===== src/rtl/glyph_ring_scroller_if.sv =====
// Word-load channel into the glyph ring: valid/ready handshake carrying one ring word.
// Bit CODE_W of wr_data selects glyph (1) or raw column (0).
interface glyph_ring_scroller_if #(
    parameter int CODE_W = 6
);
    logic              wr_valid;
    logic [CODE_W:0]   wr_data;
    logic              wr_ready;

    modport master (output wr_valid, output wr_data, input wr_ready);
    modport slave  (input wr_valid, input wr_data, output wr_ready);
endinterface


===== src/rtl/glyph_ring_scroller.sv =====
// Scrolling-text column generator: rotates a ring of glyph/raw words and emits one
// registered display column per run cycle, using an external combinational font ROM.
module glyph_ring_scroller #(
    parameter int WORD_COUNT = 30,
    parameter int CODE_W     = 6,
    parameter int COL_W      = 3
) (
    input  logic                 clk,
    input  logic                 reset,
    input  logic                 clear,
    input  logic                 run,
    glyph_ring_scroller_if.slave wr,
    input  logic                 under,
    input  logic                 over,
    output logic [CODE_W-1:0]    font_code,
    output logic [COL_W-1:0]     font_col,
    input  logic [CODE_W+1:0]    font_bits,
    output logic [CODE_W+1:0]    col_out,
    output logic                 col_valid,
    output logic                 frame_start
);
    localparam int WORD_W = CODE_W + 1;
    localparam int DISP_W = CODE_W + 2;
    localparam int IDX_W  = $clog2(WORD_COUNT);

    logic [WORD_W-1:0] word_q [WORD_COUNT];
    logic [WORD_W-1:0] word_d [WORD_COUNT];
    logic [COL_W-1:0]  col_q, col_d;
    logic [IDX_W-1:0]  idx_q, idx_d;
    logic [DISP_W-1:0] col_out_q, col_out_d;
    logic              col_valid_q, col_valid_d;
    logic              frame_q, frame_d;
    logic              head_raw;
    logic              adv;

    assign head_raw  = !word_q[0][CODE_W];
    assign font_code = word_q[0][CODE_W-1:0];
    assign font_col  = col_q;
    // reset gates ready so no word is taken while the ring is being initialised
    assign adv       = run && !clear && !reset && (head_raw || col_q == '1);
    assign wr.wr_ready = adv;

    always_comb begin
        word_d      = word_q;
        col_d       = col_q;
        idx_d       = idx_q;
        col_out_d   = col_out_q;
        col_valid_d = 1'b0;
        frame_d     = 1'b0;
        if (clear) begin
            for (int i = 0; i < WORD_COUNT; i++) begin
                word_d[i] = '0;
            end
            col_d = '0;
            idx_d = '0;
        end else if (run) begin
            col_out_d   = head_raw ? {under, word_q[0][CODE_W-1:0], over} : font_bits;
            col_valid_d = 1'b1;
            frame_d     = (idx_q == '0) && (col_q == '0);
            if (adv) begin
                for (int i = 0; i < WORD_COUNT - 1; i++) begin
                    word_d[i] = word_q[i+1];
                end
                // an accepted load replaces the outgoing head; otherwise it recirculates
                word_d[WORD_COUNT-1] = wr.wr_valid ? wr.wr_data : word_q[0];
                col_d = '0;
                idx_d = (idx_q == IDX_W'(WORD_COUNT - 1)) ? '0 : idx_q + IDX_W'(1);
            end else begin
                col_d = col_q + COL_W'(1);
            end
        end
    end

    always_ff @(posedge clk or posedge reset) begin
        if (reset) begin
            for (int i = 0; i < WORD_COUNT; i++) begin
                word_q[i] <= '0;
            end
            col_q       <= '0;
            idx_q       <= '0;
            col_out_q   <= '0;
            col_valid_q <= 1'b0;
            frame_q     <= 1'b0;
        end else begin
            word_q      <= word_d;
            col_q       <= col_d;
            idx_q       <= idx_d;
            col_out_q   <= col_out_d;
            col_valid_q <= col_valid_d;
            frame_q     <= frame_d;
        end
    end

    assign col_out     = col_out_q;
    assign col_valid   = col_valid_q;
    assign frame_start = frame_q;
endmodule


===== src/flat_wrapper.sv =====
// flat-port wrapper written by rule: the top's interface ports become plain ports
module glyph_ring_scroller_flat 
#(
    parameter int WORD_COUNT = 30,
    parameter int CODE_W     = 6,
    parameter int COL_W      = 3
)
  (clk, reset, clear, run, under, over, font_code, font_col, font_bits, col_out, col_valid, frame_start, wr_wr_valid, wr_wr_data, wr_wr_ready);
  glyph_ring_scroller_if #(.CODE_W(CODE_W)) wr_i ();
  input  logic clk;
  input  logic reset;
  input  logic clear;
  input  logic run;
  input  logic under;
  input  logic over;
  output logic [CODE_W-1:0] font_code;
  output logic [COL_W-1:0] font_col;
  input  logic [CODE_W+1:0] font_bits;
  output logic [CODE_W+1:0] col_out;
  output logic col_valid;
  output logic frame_start;
  input wire logic [$bits(wr_i.wr_valid)-1:0] wr_wr_valid;
  input wire logic [$bits(wr_i.wr_data)-1:0] wr_wr_data;
  output wire logic [$bits(wr_i.wr_ready)-1:0] wr_wr_ready;
  assign wr_i.wr_valid = wr_wr_valid;
  assign wr_i.wr_data = wr_wr_data;
  assign wr_wr_ready = wr_i.wr_ready;
  glyph_ring_scroller #(.WORD_COUNT(WORD_COUNT), .CODE_W(CODE_W), .COL_W(COL_W)) u_core (.clk(clk), .reset(reset), .clear(clear), .run(run), .wr(wr_i), .under(under), .over(over), .font_code(font_code), .font_col(font_col), .font_bits(font_bits), .col_out(col_out), .col_valid(col_valid), .frame_start(frame_start));
endmodule

===== config.mk =====
export PLATFORM = sky130hd
export DESIGN_NAME = glyph_ring_scroller_flat
export DESIGN_NICKNAME = d
export VERILOG_FILES = /design/src/rtl/glyph_ring_scroller_if.sv /design/src/rtl/glyph_ring_scroller.sv /design/src/flat_wrapper.sv
export SDC_FILE = /design/constraint.sdc
export NUM_CORES = 1
export LEC_CHECK = 0
export BUFFER_PORTS_ARGS = -buffer_cell sky130_fd_sc_hd__buf_2
export CAP_MARGIN = 25
export CORE_UTILIZATION = 40
export DETAILED_ROUTE_END_ITERATION = 12
export GPL_ROUTABILITY_DRIVEN = 1
export PLACE_DENSITY = 0.66
export SLEW_MARGIN = 20
export SYNTH_ARGS = -nofsm -noshare
export SYNTH_HDL_FRONTEND = slang
export SYNTH_SLANG_ARGS = --single-unit

===== constraint.sdc =====
create_clock -name clk -period 19.6 [get_ports clk]
set_clock_uncertainty 0.05 [all_clocks]
set_input_delay 0.98 -clock clk [delete_from_list [all_inputs] [get_ports clk]]
set_output_delay 0.98 -clock clk [all_outputs]
set_load 0.02 [all_outputs]

* Word level (Yosys, flattened, before mapping)
Cells that the tools add are included.
** Operators by class
- Add/subtract/negate cells :: 2
- Equality and inequality tests :: 2
- Mux-type cells :: 16
- Bitwise operators :: 1
- Reductions and logical operators :: 14
** Operators with widths (count)
- $mux 210 :: 3
- $mux 5 :: 4
- $mux 3 :: 3
- $mux 8 :: 1
- $mux 7 :: 1
- $add 5x1->5 const B :: 1
- $eq 5x5->1 const B :: 1
- $logic_not 5->1 :: 1
- $logic_and 1x1->1 :: 4
- $mux 1 :: 4
- $reduce_and 2->1 :: 2
- $reduce_bool 2->1 :: 2
- $add 3x1->3 const B :: 1
- $eq 3x3->1 const B :: 1
- $logic_not 1->1 :: 3
- $logic_not 3->1 :: 1
- $logic_or 1x1->1 :: 1
- $not 1->1 :: 1
** Storage, ports and cells
- Flip-flop bits (word level) :: 228
- Input port bits :: 22
- Output and inout bits :: 20
- Word-level logic and storage cells :: 70

* Depth between registers and ports, before layout
- Depth after elaboration :: 7
- Mapped depth :: 9
- Depth with buffers taken out :: 6

* Least setup slack after synthesis
OpenSTA, ideal clock, no wires.
- Path type :: input-to-reg
- Start point :: in reset
- End point :: reg u_core.idx_q[1]
- Setup time :: 125 ps
- Data arrival time :: 9032 ps
- Data required time :: 19425 ps
- Setup slack :: 10393 ps
- Stages :: 4
- Path buffers :: 1
- Cells stage by stage :: inv_1 > clkbuf_1 > nand4_1 > o32ai_1
** On the way
- Word-level cells in the longest chain between the ends :: 5
** Ends and longest elaborated chain
- start, declared :: RTL line flat_wrapper.sv:11 : input logic reset;
- $logic_not 1->1 :: RTL line glyph_ring_scroller.sv:40 : assign adv = run && !clear && !reset && (head_raw || col_q == '1);
- $logic_and 1x1->1 (2 in a row) :: RTL line glyph_ring_scroller.sv:40
- $reduce_bool 2->1 (no source line)
- $reduce_and 2->1 (no source line)
- end signal, assigned :: RTL line glyph_ring_scroller.sv:87 : idx_q <= idx_d;
- end, declared :: RTL line glyph_ring_scroller.sv:29 : logic [IDX_W-1:0] idx_q, idx_d;
Every way passes these cells.
A chain may end at the register's enable or synchronous reset.

* Worst setup path in the final report
- Start point :: in clear
- End point :: out wr_wr_ready
** On the way
- Word-level cells in the longest chain between the ends :: 4
** Ends and longest elaborated chain
- start, declared :: RTL line flat_wrapper.sv:12 : input logic clear;
- $logic_not 1->1 :: RTL line glyph_ring_scroller.sv:40
- $logic_and 1x1->1 (3 in a row) :: RTL line glyph_ring_scroller.sv:40
- end, declared :: RTL line flat_wrapper.sv:24 : output wire logic [$bits(wr_i.wr_ready)-1:0] wr_wr_ready;
Every way passes these cells.

==> metrics.md <==
| Metric | Value |
|---|---|
| Total Wirelength | `16800 µm` |
| Post-synth design cell area | `0.0108 mm²` |
| Per-instance average area after synthesis | `13.8 µm²` |
| Clock share of power | `0.487` |
| Post-route setup TNS | `0 ns` |
| Remaining global-route overflow | `0` |
| Area overhead of the layout relative to synthesis | `10.9%` |
| Max-cap violation count | `0` |
| Crit path time final | `4.73 ns` |
| Final-stage net count | `roughly 830` |
| Cell count after synthesis | `788` |
| Total Die Area | `0.0278 mm²` |
| Critical R2R Capture | `u_core.word_q[190]` |
| Count of cell types in the netlist | `34` |
| CTS resizes | `0` |
| Max incr delay on CP | `between 0.7 and 0.8 ns` |
| I/O pin count | `42` |
| Routed WL per cell | `about 15 µm` |
| Via count of the first global-routing pass | `5669` |
| Detail-routed via count per cell | `4.84` |
| DRC violations left | `0` |
| Die height | `167 µm` |
| Internal cell power | `0.794 mW` |
| Areal power density over the cells | `84.0 mW/mm²` |
| Proportion of layout cells with a drive suffix above 1 | `0.344` |
| Largest buffer count on any clock path | `3` |
| Clock sinks | `228` |
| Flip-flop cell with the highest count after synthesis | `sky130_fd_sc_hd__dfrtp_1` |
| Estimated wirelength of the detail-placed design | `~8800 µm` |
| Clk_lat worst skew | `0.51 ns` |
| Data required, critical path | `~19 ns` |
| H-tree levels | `1` |
| Port Buffers | `41` |
| Post-CTS setup buffers | `0` |
| Clock-pin transition on the worst setup and hold timing paths | `0.06 ns` |
| Power spent charging and discharging nets | `0.216 mW` |
| ANT nets after route | `0` |
| Critical Path Start Type | `input port` |
| # rows | `59` |
| Achievable Freq | `211 MHz` |
| Seq/Total Area, Yosys | `0.526` |
| Number of buffers created by CTS | `25` |
| Number of search-and-repair iterations in the first detailed-routing pass | `4` |
| Worst voltage drop across the vdd grid | `0.0716 mV` |
| Critical path depth | `6` |
| Class of the most critical hold timing path | `flop to flop` |
| Number of synthesized register bits | `roughly 230` |
| Worst setup path endpoint | `wr_wr_ready` |
| Startpoint of the lowest-slack register-to-register path | `u_core.font_col[0]` |
| Comb power frac | `0.043` |
| Endpoint arrival time on the critical path | `3.70 ns` |
| Number of max-slew violations in the final report | `0` |
| Via count | `5582` |
| Slew at the pin with the worst max-slew slack | `1.20 ns` |
| Starting density of the core | `0.411` |
| Slowest CP cell | `sky130_fd_sc_hd__nand3_4` |
| Die X | `167 µm` |
| Crit path kind | `input port to output pin` |
| Family with the most delay on the worst path | `buffers and inverters` |
| Proportion of synthesized flip-flops having asynchronous set or reset | `1.00` |
| Number of diodes added for antenna fixing | `0` |
| Yosys warning total | `0` |
| Antenna violations before repair | `0` |
| Critical Path End Type | `output pin` |
| RSZ-0062 raised after global routing | `false` |
| Area share of the largest cell type after synthesis | `0.526` |
| Number of setup violations in the final report | `0` |
| Hold Buf Count CTS | `0` |
| Power share of the sequential group | `0.470` |
| Critical Path Fanout Max | `60` |
| First element of the critical path | `clear` |
| Largest cells by area after synthesis | `sky130_fd_sc_hd__dfrtp_1, sky130_fd_sc_hd__mux2_4, sky130_fd_sc_hd__nor2b_1` |
| Run status | `completed` |
| Wire length of the first global-routing pass | `29600 µm` |
| Final hold violation count | `0` |
| Smallest hold slack | `0.433 ns` |
| Slew headroom | `0.198` |
| Portion of the clock cycle consumed by the worst path in the final layout | `0.241` |
| Share of total power consumed by net switching | `0.214` |
| Cell type with the highest aggregate area in the netlist | `sky130_fd_sc_hd__dfrtp_1` |
| Post-synth net total | `between 800 and 900` |
| Master cell of the clock root buffer | `sky130_fd_sc_hd__clkbuf_16` |
| Clock tree from TritonCTS | `built` |
| GR Util All Layers | `0.125` |
| Number of cells on the worst reg-to-reg path | `6` |
| Worst reg-to-reg setup slack | `15.99 ns` |
| Violation count after the first detailed-routing iteration | `269` |
| Leakage power | `6.14 nW` |
| Largest net degree at the start of global routing | `148` |
| Filler cells | `~2300` |
| Buffers plus inverters on the worst setup path | `4` |
| Core area | `0.0264 mm²` |
| Post-synth EDFFs | `0` |
| Cell chain of the critical path | `buf_6 -> nand2b_1 -> inv_2 -> nand3_4 -> inv_1 -> buf_2` |
| Global placer's final weighted congestion | `0.695` |
-- final cells by class --
| type | count | area, µm² | share of cell area |
|---|---|---|---|
| clock inverters | 9 | 145 | 0.0121 |
| repair buffers | 47 | 289 | 0.0240 |
| inverters | 10 | 45.0 | 0.00375 |
| well taps | 335 | 419 | 0.0349 |
| multi-input cells | 489 | 4700 | 0.391 |
| clock buffers | 35 | 723 | 0.0601 |
| flip-flops and latches | 228 | 5710 | 0.474 |
-- cells by family (layout without fill, tap and decap cells) --
family,Yosys count,in the layout,synth area share
xor gates and xnor gates,1,1,0.000808
DFF,228,228,0.526
and+or+nand+nor,229,229,0.132
muxes,218,218,0.272
adders and majority gates,6,6,0.00693
buffers and inverters,71,101,0.0402
AOI/OAI and AO/OA,35,35,0.0217
-- sequential cells by signal, summed over array words and instances, names as in the netlist --
| register | cells |
|---|---|
| u_core.col_out | 8 |
| u_core.col_valid | 1 |
| u_core.font_code | 6 |
| u_core.font_col | 3 |
| u_core.frame_start | 1 |
| u_core.idx_q | 5 |
| u_core.word_q | 204 |
-- worst reg2reg max path, delay by kind of cell (launching register included) --
| kind | cells | cell delay [ns] |
|---|---|---|
| and+or+nand+nor | 2 | 1.16 |
| muxes | 1 | 0.75 |
| buffers and inverters | 1 | 0.69 |
| adders and majority gates | 2 | 0.42 |
| DFF | 1 | 0.41 |
-- through the flow --
step	setup WS (ns)	instances	area, µm²	util	power [mW]
floorplan	9.33	788	10800	-	0.518
global placement	14.83	1108	11100	0.422	0.527
detailed placement	14.82	1108	11100	0.422	0.527
CTS	14.81	1152	12000	0.455	1.02
global route	14.55	1153	12000	0.456	1.05
finish	14.87	1153	12000	0.456	1.01
-- worst min path at each step --
stage | startpoint | to | depth (start not counted)
4_1_cts | u_core.col_out[7] | u_core.col_out[7] | 2
3_5_place_dp | u_core.word_q[151] | u_core.word_q[158] | 1
2_1_floorplan | u_core.word_q[147] | u_core.word_q[154] | 1
5_1_grt | u_core.col_out[2] | u_core.col_out[2] | 2
3_3_place_gp | u_core.col_out[7] | u_core.col_out[7] | 2
6_report | u_core.col_out[2] | u_core.col_out[2] | 2
-- synth_stat cells, types with 8 or more instances --
cell	instances
sky130_fd_sc_hd__nor2b_1	205
sky130_fd_sc_hd__dfrtp_1	228
sky130_fd_sc_hd__mux2_1	13
sky130_fd_sc_hd__inv_1	9
sky130_fd_sc_hd__mux2_2	54
sky130_fd_sc_hd__mux2i_1	15
sky130_fd_sc_hd__clkbuf_1	27
sky130_fd_sc_hd__nand2_1	8
sky130_fd_sc_hd__o21ai_0	8
sky130_fd_sc_hd__buf_2	9
sky130_fd_sc_hd__buf_6	18
sky130_fd_sc_hd__mux2_4	136
-- routing by layer --
metal / up-vias / track usage / wire [µm]
li1: 2674 / - / -
met1: 2806 / 0.195 / 8960
met5: - / 0 / 0
met4: 0 / 0.0326 / 262
met3: 21 / 0.0216 / 657
met2: 81 / 0.176 / 6950
-- layout by cell type, fill, tap and decap left out, drive strengths merged --
master | synthesis | routed
a211oi | 7 | 7
a21oi | 3 | 3
a31oi | 7 | 7
a41oi | 1 | 1
buf | 34 | 47
bufinv | 0 | 4
clkbuf | 27 | 35
clkinv | 0 | 5
dfrtp | 228 | 228
ha | 6 | 6
inv | 10 | 10
mux2 | 203 | 203
mux2i | 15 | 15
nand2 | 8 | 8
nand2b | 7 | 7
nand3 | 2 | 2
nand3b | 1 | 1
nand4 | 2 | 2
nand4b | 1 | 1
nor2b | 205 | 205
nor4 | 1 | 1
nor4b | 1 | 1
o211ai | 1 | 1
o21ai | 8 | 8
o22ai | 1 | 1
o311ai | 4 | 4
o32ai | 3 | 3
or4b | 1 | 1
xnor2 | 1 | 1
-- power groups by stage --
stage	combinational [mW]	clock, mW	sequential (mW)
3_5_place_dp	0.0439	0	0.483
2_1_floorplan	0.0339	0	0.484
6_report	0.0434	0.492	0.475
4_1_cts	0.0440	0.504	0.475
3_3_place_gp	0.0441	0	0.483
5_1_grt	0.0485	0.523	0.475
No activity file was read; power rests on OpenSTA's default activity.
